<file path="config.mk">
export PLATFORM = sky130hd
export DESIGN_NAME = riscv_proc_divider
export DESIGN_NICKNAME = d
export VERILOG_FILES = /design/src/rtl/riscv_proc_divider_pkg.sv /design/src/rtl/riscv_proc_divider.sv
export SDC_FILE = /design/constraint.sdc
export NUM_CORES = 1
export LEC_CHECK = 0
export CORE_ASPECT_RATIO = 0.6
export CORE_MARGIN = 2
export CORE_UTILIZATION = 35
export CTS_BUF_LIST = sky130_fd_sc_hd__clkbuf_8
export CTS_CLUSTER_SIZE = 12
export DETAILED_ROUTE_END_ITERATION = 6
export GPL_TIMING_DRIVEN = 0
export MAX_ROUTING_LAYER = met4
export SYNTH_ARGS = -nofsm -noshare
export SYNTH_HDL_FRONTEND = slang
export SYNTH_SLANG_ARGS = --single-unit
</file>
<file path="constraint.sdc">
create_clock -name clk -period 9.3 [get_ports clk]
set_clock_uncertainty 0.1 [all_clocks]
set_input_delay 2.79 -clock clk [delete_from_list [all_inputs] [get_ports clk]]
set_output_delay 2.79 -clock clk [all_outputs]
set_load 0.05 [all_outputs]
</file>
<file path="src/rtl/riscv_proc_divider_pkg.sv">
// Shared encodings for the integer divider: operation codes, FSM states
// and small decode helpers.
package riscv_proc_divider_pkg;

    localparam logic [1:0] DIV_FN_DIV  = 2'd0;
    localparam logic [1:0] DIV_FN_DIVU = 2'd1;
    localparam logic [1:0] DIV_FN_REM  = 2'd2;
    localparam logic [1:0] DIV_FN_REMU = 2'd3;

    typedef enum logic [2:0] {
        DIV_IDLE,
        DIV_NEG_IN,
        DIV_BUSY,
        DIV_NEG_OUT,
        DIV_DONE
    } div_state_e;

    function automatic logic fn_is_signed(input logic [1:0] fn);
        return (fn == DIV_FN_DIV) || (fn == DIV_FN_REM);
    endfunction

    function automatic logic fn_is_rem(input logic [1:0] fn);
        return (fn == DIV_FN_REM) || (fn == DIV_FN_REMU);
    endfunction

endpackage

</file>
<file path="src/rtl/riscv_proc_divider.sv">
// Iterative restoring divider: one quotient bit per cycle, fixed 67-cycle
// latency, one-cycle result pulse with the captured destination tag.
module riscv_proc_divider
    import riscv_proc_divider_pkg::*;
#(
    parameter int unsigned XLEN  = 64,
    parameter int unsigned TAG_W = 5
) (
    input  logic             clk,
    input  logic             reset,
    input  logic             req_val,
    output logic             req_rdy,
    input  logic [1:0]       req_fn,
    input  logic             req_dw,
    input  logic [XLEN-1:0]  req_in0,
    input  logic [XLEN-1:0]  req_in1,
    input  logic [TAG_W-1:0] req_tag,
    input  logic             kill,
    output logic             div_result_val,
    output logic [XLEN-1:0]  div_result_bits,
    output logic [TAG_W-1:0] div_result_tag
);

    div_state_e state, state_nxt;

    logic [1:0]       fn;
    logic             dw;
    logic [TAG_W-1:0] tag;
    logic [XLEN-1:0]  dividend;
    logic [XLEN-1:0]  divisor;
    logic             neg_quo;
    logic             neg_rem;
    logic             divz;
    logic [6:0]       count;
    logic [2*XLEN-1:0] rq;

    logic             accept;
    logic             req_signed;
    logic [XLEN-1:0]  in0_ext;
    logic [XLEN-1:0]  in1_ext;
    logic [XLEN:0]    step_upper;
    logic [XLEN:0]    step_diff;
    logic             step_fits;
    logic [XLEN-1:0]  quo_fix;
    logic [XLEN-1:0]  rem_fix;
    logic [XLEN-1:0]  sel;
    logic [XLEN-1:0]  result_nxt;

    assign req_rdy        = (state == DIV_IDLE);
    assign accept         = req_rdy && req_val && !kill;
    assign div_result_val = (state == DIV_DONE) && !kill;

    always_ff @(posedge clk or negedge reset) begin
        if (!reset) state <= DIV_IDLE;
        else        state <= state_nxt;
    end

    always_comb begin
        state_nxt = state;
        case (state)
            DIV_IDLE:    if (accept) state_nxt = DIV_NEG_IN;
            DIV_NEG_IN:  state_nxt = DIV_BUSY;
            DIV_BUSY:    if (count == 7'(XLEN - 1)) state_nxt = DIV_NEG_OUT;
            DIV_NEG_OUT: state_nxt = DIV_DONE;
            DIV_DONE:    state_nxt = DIV_IDLE;
            default:     state_nxt = DIV_IDLE;
        endcase
        if (kill && state != DIV_IDLE) state_nxt = DIV_IDLE;
    end

    // Word ops extend bit 31 for signed forms, zero-extend for unsigned forms.
    always_comb begin
        req_signed = fn_is_signed(req_fn);
        in0_ext    = req_in0;
        in1_ext    = req_in1;
        if (!req_dw) begin
            in0_ext = {{(XLEN-32){req_signed & req_in0[31]}}, req_in0[31:0]};
            in1_ext = {{(XLEN-32){req_signed & req_in1[31]}}, req_in1[31:0]};
        end
    end

    // Restoring step on the remainder with the next dividend bit shifted in;
    // the upper half needs one extra bit before the compare.
    assign step_upper = rq[2*XLEN-1:XLEN-1];
    assign step_diff  = step_upper - {1'b0, divisor};
    assign step_fits  = !step_diff[XLEN];

    always_comb begin
        quo_fix = divz ? '1 : (neg_quo ? -rq[XLEN-1:0] : rq[XLEN-1:0]);
        rem_fix = neg_rem ? -rq[2*XLEN-1:XLEN] : rq[2*XLEN-1:XLEN];
        sel     = fn_is_rem(fn) ? rem_fix : quo_fix;
        result_nxt = dw ? sel : {{(XLEN-32){sel[31]}}, sel[31:0]};
    end

    always_ff @(posedge clk or negedge reset) begin
        if (!reset) begin
            fn              <= '0;
            dw              <= 1'b0;
            tag             <= '0;
            dividend        <= '0;
            divisor         <= '0;
            neg_quo         <= 1'b0;
            neg_rem         <= 1'b0;
            divz            <= 1'b0;
            count           <= '0;
            rq              <= '0;
            div_result_bits <= '0;
            div_result_tag  <= '0;
        end else begin
            case (state)
                DIV_IDLE: if (accept) begin
                    fn       <= req_fn;
                    dw       <= req_dw;
                    tag      <= req_tag;
                    dividend <= in0_ext;
                    divisor  <= in1_ext;
                end
                DIV_NEG_IN: begin
                    neg_quo  <= fn_is_signed(fn) && (dividend[XLEN-1] ^ divisor[XLEN-1]);
                    neg_rem  <= fn_is_signed(fn) && dividend[XLEN-1];
                    divisor  <= (fn_is_signed(fn) && divisor[XLEN-1]) ? -divisor : divisor;
                    divz     <= (divisor == '0);
                    count    <= '0;
                    rq       <= {{XLEN{1'b0}},
                                 (fn_is_signed(fn) && dividend[XLEN-1]) ? -dividend : dividend};
                end
                DIV_BUSY: begin
                    rq    <= {step_fits ? step_diff[XLEN-1:0] : step_upper[XLEN-1:0],
                              rq[XLEN-2:0], step_fits};
                    count <= count + 7'd1;
                end
                DIV_NEG_OUT: if (!kill) begin
                    div_result_bits <= result_nxt;
                    div_result_tag  <= tag;
                end
                default: ;
            endcase
        end
    end

endmodule

</file>
==> results, run 1 <==
- The synthesized design contains 346 register bits.
- The repair_antennas step left the layout with diodes totalling 0.
- The count of fill cells added during filler insertion is 6803.
- The die is around 340 µm wide.
- The worst setup path is launched from a primary input.
- Following the worst setup path forward leads to its endpoint at div_result_val.
- TritonCTS built the clock tree.
- For this run the aggregate overflow at the end of global routing stands at 0.
- In the finished design, the share of the clock period the worst path needs comes to 81.1%.
- The number of clock buffers inserted by TritonCTS is 57.
- The number of library cell types mapped by synthesis is 81.
- The initial antenna violation count was 0.
- Setup repair after global routing left no endpoint under its margin.
- The post-synthesis instance area is 0.0237 mm².
- Of all nets on the critical path, the largest fanout is 6.
- The initial core utilization is 35.6%.
- Once detail routing completed, the nets flagged for antenna violations numbered 0.
- The min-delay analysis places its worst path in the category reg -> reg.
- The fraction of final layout cells sized beyond drive strength 1 is ~4.6%.
- For the pin with the worst max-slew slack, the measured transition is 1.40 ns.
- In the synthesized netlist the async set-or-reset flop fraction comes to 100%.
- In this run the deepest clock path goes through 3 buffers.
- The share of synthesized area occupied by flip-flops and latches is 36.5%.
- The number of global-route vias before repair was 21.7k.
- The Yosys step of the flow raised 0 warnings.
- For this design, the sink count on the clock tree is 346.
- Setup violations remaining at the end of the flow were counted as 0.
- The number of hold buffers added after CTS was 0.
- Across the VDD grid, the largest voltage drop is 0.000229 V.
- Setup total negative slack on the finished layout was measured at 0 ns.
- The overall power consumption is 7.34 mW.
- Across all setup checks in the final design, the least slack found is roughly 1.8 ns.
- The first global-routing pass estimated 139000 µm of wire.
- The floorplan step defined a die boundary enclosing 0.0700 mm².
- The area added between synthesis and finish is 18.9%.
- 211 I/O pins were placed.
- Headroom to the max-slew limit came out at under 10%.
- The run finished with clean final reports.
- The core region is ~0.067 mm².
- After routing the design area is 0.0282 mm².
- The share of synthesized area in the top cell type comes to 36.5%.
- The launching instance or port of the critical path is kill.
- The count of mapped cells out of synthesis is 2881.
- The finished layout holds 4094 standard cells, fillers aside.
- The buffers inserted during post-CTS setup optimization is 0.
- The standard-cell row count is 73.
- After detailed routing, the average wire length per cell comes to between 20 and 25 µm.
- A synthesized cell averages 8.24 µm².
- The multi-input combinational cells in the finished layout cover a total of 0.0139 mm².
- For the worst flop-to-flop path, the logic depth is 15.
- Sorting the synthesized cells by area gives the leading types as sky130_fd_sc_hd__dfrtp_1 (36%), sky130_fd_sc_hd__xor2_1 (6.6%), sky130_fd_sc_hd__nand2_1 (6.2%).
- Wires add up to 93700 µm.
- The global placer's final weighted congestion is 0.968.
- The data arrival time of the worst path is 4.65 ns.
- The count of flip-flops with a built-in enable after synthesis is 0.
- The predominant post-synthesis flop cell is sky130_fd_sc_hd__dfrtp_1.
- After clock tree synthesis, the repair step resized 0 gates.
- Data on the critical path is required at its endpoint by 6.41 ns.
- The clock slew seen by the registers of the worst setup and hold paths is 0.06 ns.
- Entering global routing, the biggest net connects 118 pins.
- The peak clock frequency supported by timing is 133 MHz.
- The reg-to-reg startpoint is rq[63]$_DFFE_PN0P_.
- The number of hold-slack violations in the final timing report was 0.
- Counting I/O delays and the setup requirement, the final critical path takes 7.54 ns.
- The number of placed instances, taps included is 3994.
- The capturing point of the worst reg2reg path is rq[99]$_DFFE_PN0P_.
- The worst setup path category is in -> out.
- The final route contains 24.0k vias.
- The analysis attributes to cell leakage a power of 12.2 nW.
- The net count after synthesis is between 3k and 4k.
- Clock tree synthesis selected as its root buffer the cell sky130_fd_sc_hd__clkbuf_8.
- Using the TritonRoute via totals, the vias-per-cell ratio works out to 5.86.
- At the placement stage, the worst setup path has a slack of ~1.8 ns.
- The half-perimeter wire length after placement is around 73000 µm.
- The floorplan step set the die height to 206 µm.
- STA classifies the critical path endpoint as a primary output.
- The final layout contains about 3.4k nets.
- The H-tree level count is 2.
- The combined global-route utilization of all metal layers is 26.8%.
- The power density normalized to cell area is 260 mW/mm².
- Hold is met by 0.372 ns.
- For this run, design rule violations remaining after detail routing come to 0.
- The number of buffers inserted by port buffering is 210.
- The total count of max-transition violations in the final report is 0.
- In the final layout, flip-flops and latches occupy 0.00866 mm².
- The detailed-router iteration count before antenna repair is 5.
- The synthesized design spends more area on one cell type than any other, namely sky130_fd_sc_hd__dfrtp_1.
- The placement-stage cell area is approximately 0.027 mm².
- The internal reg-to-reg setup slack is 2.86 ns.
- Once layout is complete, the utilization of the core stands at a little over two fifths.
- The reported max-cap violation count is 0.
- The first routing iteration left 2920 violations.
- For the worst-skew pair, the clock arrives at the later sink with an insertion delay of approximately 0.69 ns.
-- where the power goes --
group          switching, mW  internal (mW)
Combinational           2.16           1.19
Clock                  0.693          0.745
Sequential             0.600           1.95
Total                   3.46           3.89
-- synth_stat cells (11+ instances only) --
library cell / number
sky130_fd_sc_hd__a211o_1: 11
sky130_fd_sc_hd__a21o_1: 69
sky130_fd_sc_hd__a21oi_1: 203
sky130_fd_sc_hd__a221oi_1: 59
sky130_fd_sc_hd__a22o_1: 11
sky130_fd_sc_hd__a22oi_1: 67
sky130_fd_sc_hd__a31oi_1: 35
sky130_fd_sc_hd__a32oi_1: 11
sky130_fd_sc_hd__and2_1: 11
sky130_fd_sc_hd__and3_1: 15
sky130_fd_sc_hd__buf_1: 24
sky130_fd_sc_hd__clkbuf_1: 164
sky130_fd_sc_hd__dfrtp_1: 346
sky130_fd_sc_hd__ha_1: 69
sky130_fd_sc_hd__inv_1: 95
sky130_fd_sc_hd__mux2i_1: 11
sky130_fd_sc_hd__nand2_1: 389
sky130_fd_sc_hd__nand2b_1: 13
sky130_fd_sc_hd__nand3_1: 114
sky130_fd_sc_hd__nand4_1: 29
sky130_fd_sc_hd__nor2_1: 151
sky130_fd_sc_hd__nor3_1: 75
sky130_fd_sc_hd__nor4_1: 27
sky130_fd_sc_hd__o21ai_0: 279
sky130_fd_sc_hd__o21bai_1: 15
sky130_fd_sc_hd__o22a_1: 26
sky130_fd_sc_hd__o31ai_1: 57
sky130_fd_sc_hd__o41ai_1: 23
sky130_fd_sc_hd__or2_2: 14
sky130_fd_sc_hd__or3_1: 36
sky130_fd_sc_hd__or4_1: 22
sky130_fd_sc_hd__xnor2_1: 68
sky130_fd_sc_hd__xor2_1: 178
-- worst min path at each step --
stage / to / from / depth (start not counted)
after floorplan: div_result_tag[0]$_DFFE_PN0P_ / tag[0]$_DFFE_PN0P_ / 2
after global placement: div_result_tag[2]$_DFFE_PN0P_ / tag[2]$_DFFE_PN0P_ / 2
after CTS: div_result_tag[1]$_DFFE_PN0P_ / tag[1]$_DFFE_PN0P_ / 2
after global routing: div_result_tag[1]$_DFFE_PN0P_ / tag[1]$_DFFE_PN0P_ / 2
final: div_result_bits[40]$_DFFE_PN0P_ / div_result_bits[40]$_DFFE_PN0P_ / 2
after detailed placement: div_result_tag[1]$_DFFE_PN0P_ / tag[1]$_DFFE_PN0P_ / 2
-- per-layer routing --
metal  vias up  share of wire, %  track usage, %
met1     11700                50            42.5
li1      11100                 -               -
met5         -                 0               -
met2      1125                38            33.8
met4         0               1.3            3.98
met3        88                11            6.04
-- layout make-up --
| cell class | count | area share, % |
|---|---|---|
| clock inverter | 25 | 0.501 |
| multi-input combinational | 2240 | 49.4 |
| clock buffer | 75 | 3.66 |
| sequential | 346 | 30.7 |
| inverter | 97 | 1.29 |
| buffer | 198 | 2.70 |
| tap | 900 | 3.99 |
| timing repair buffer | 213 | 7.76 |
-- placed cells by master (no fill, tap or decap), types with 15 or more instances in the layout --
cell                              instances
sky130_fd_sc_hd__a221oi_1                59
sky130_fd_sc_hd__clkbuf_8                75
sky130_fd_sc_hd__o21bai_1                15
sky130_fd_sc_hd__a21oi_1                203
sky130_fd_sc_hd__clkbuf_1               164
sky130_fd_sc_hd__nor2_1                 151
sky130_fd_sc_hd__inv_1                  109
sky130_fd_sc_hd__nand3_1                114
sky130_fd_sc_hd__xor2_1                 178
sky130_fd_sc_hd__nor4_1                  27
sky130_fd_sc_hd__a22oi_1                 67
sky130_fd_sc_hd__o31ai_1                 57
sky130_fd_sc_hd__dfrtp_1                346
sky130_fd_sc_hd__a21o_1                  69
sky130_fd_sc_hd__ha_1                    69
sky130_fd_sc_hd__o41ai_1                 23
sky130_fd_sc_hd__or4_1                   22
sky130_fd_sc_hd__clkdlybuf4s50_1        209
sky130_fd_sc_hd__or3_1                   36
sky130_fd_sc_hd__o22a_1                  26
sky130_fd_sc_hd__a31oi_1                 35
sky130_fd_sc_hd__nand2_1                389
sky130_fd_sc_hd__o21ai_0                279
sky130_fd_sc_hd__nor3_1                  75
sky130_fd_sc_hd__and3_1                  15
sky130_fd_sc_hd__nand4_1                 29
sky130_fd_sc_hd__xnor2_1                 68
sky130_fd_sc_hd__buf_1                   24
-- critical path, stage by stage --
cell and delay, ns:
sky130_fd_sc_hd__clkdlybuf4s50_1 0.53, sky130_fd_sc_hd__nor4b_1 0.44, sky130_fd_sc_hd__clkdlybuf4s50_1 0.89
-- cell families after synthesis --
group | share of synthesized area [%]
compound gates | 26.4
xor+xnor | 9.08
fa+ha+maj | 3.72
buf+inv | 4.75
flops | 36.5
mux | 0.606
simple gates | 18.9
-- sequential cells by signal (all words and copies together), names as in the netlist --
| register | flops |
|---|---|
| tag | 5 |
| dividend | 64 |
| neg_rem | 1 |
| div_result_bits | 64 |
| divisor | 64 |
| divz | 1 |
| count | 7 |
| div_result_tag | 5 |
| neg_quo | 1 |
| dw | 1 |
| fn | 2 |
| state | 3 |
| rq | 128 |
No activity file was read; power rests on OpenSTA's default activity.
==> inputs of run 2 (changes only) <==
- clock period: 9.3 -> 7.3 ns (I/O delays scaled with it)
==> results of run 2 <==
The final DEF is identical to that of run 1. Status: complete, no violations.
Among the figures that moved: setup slack after placement 1.77 ns -> 0.973 ns; setup slack after layout 1.76 ns -> 0.857 ns; start point of the critical path kill -> rq[63]$_DFFE_PN0P_; end point of the critical path div_result_val -> rq[99]$_DFFE_PN0P_; register-to-register setup slack 2.86 ns -> 0.86 ns; total power 7.34 mW -> 9.36 mW; worst IR drop on VDD 0.000229 V -> 0.000291 V
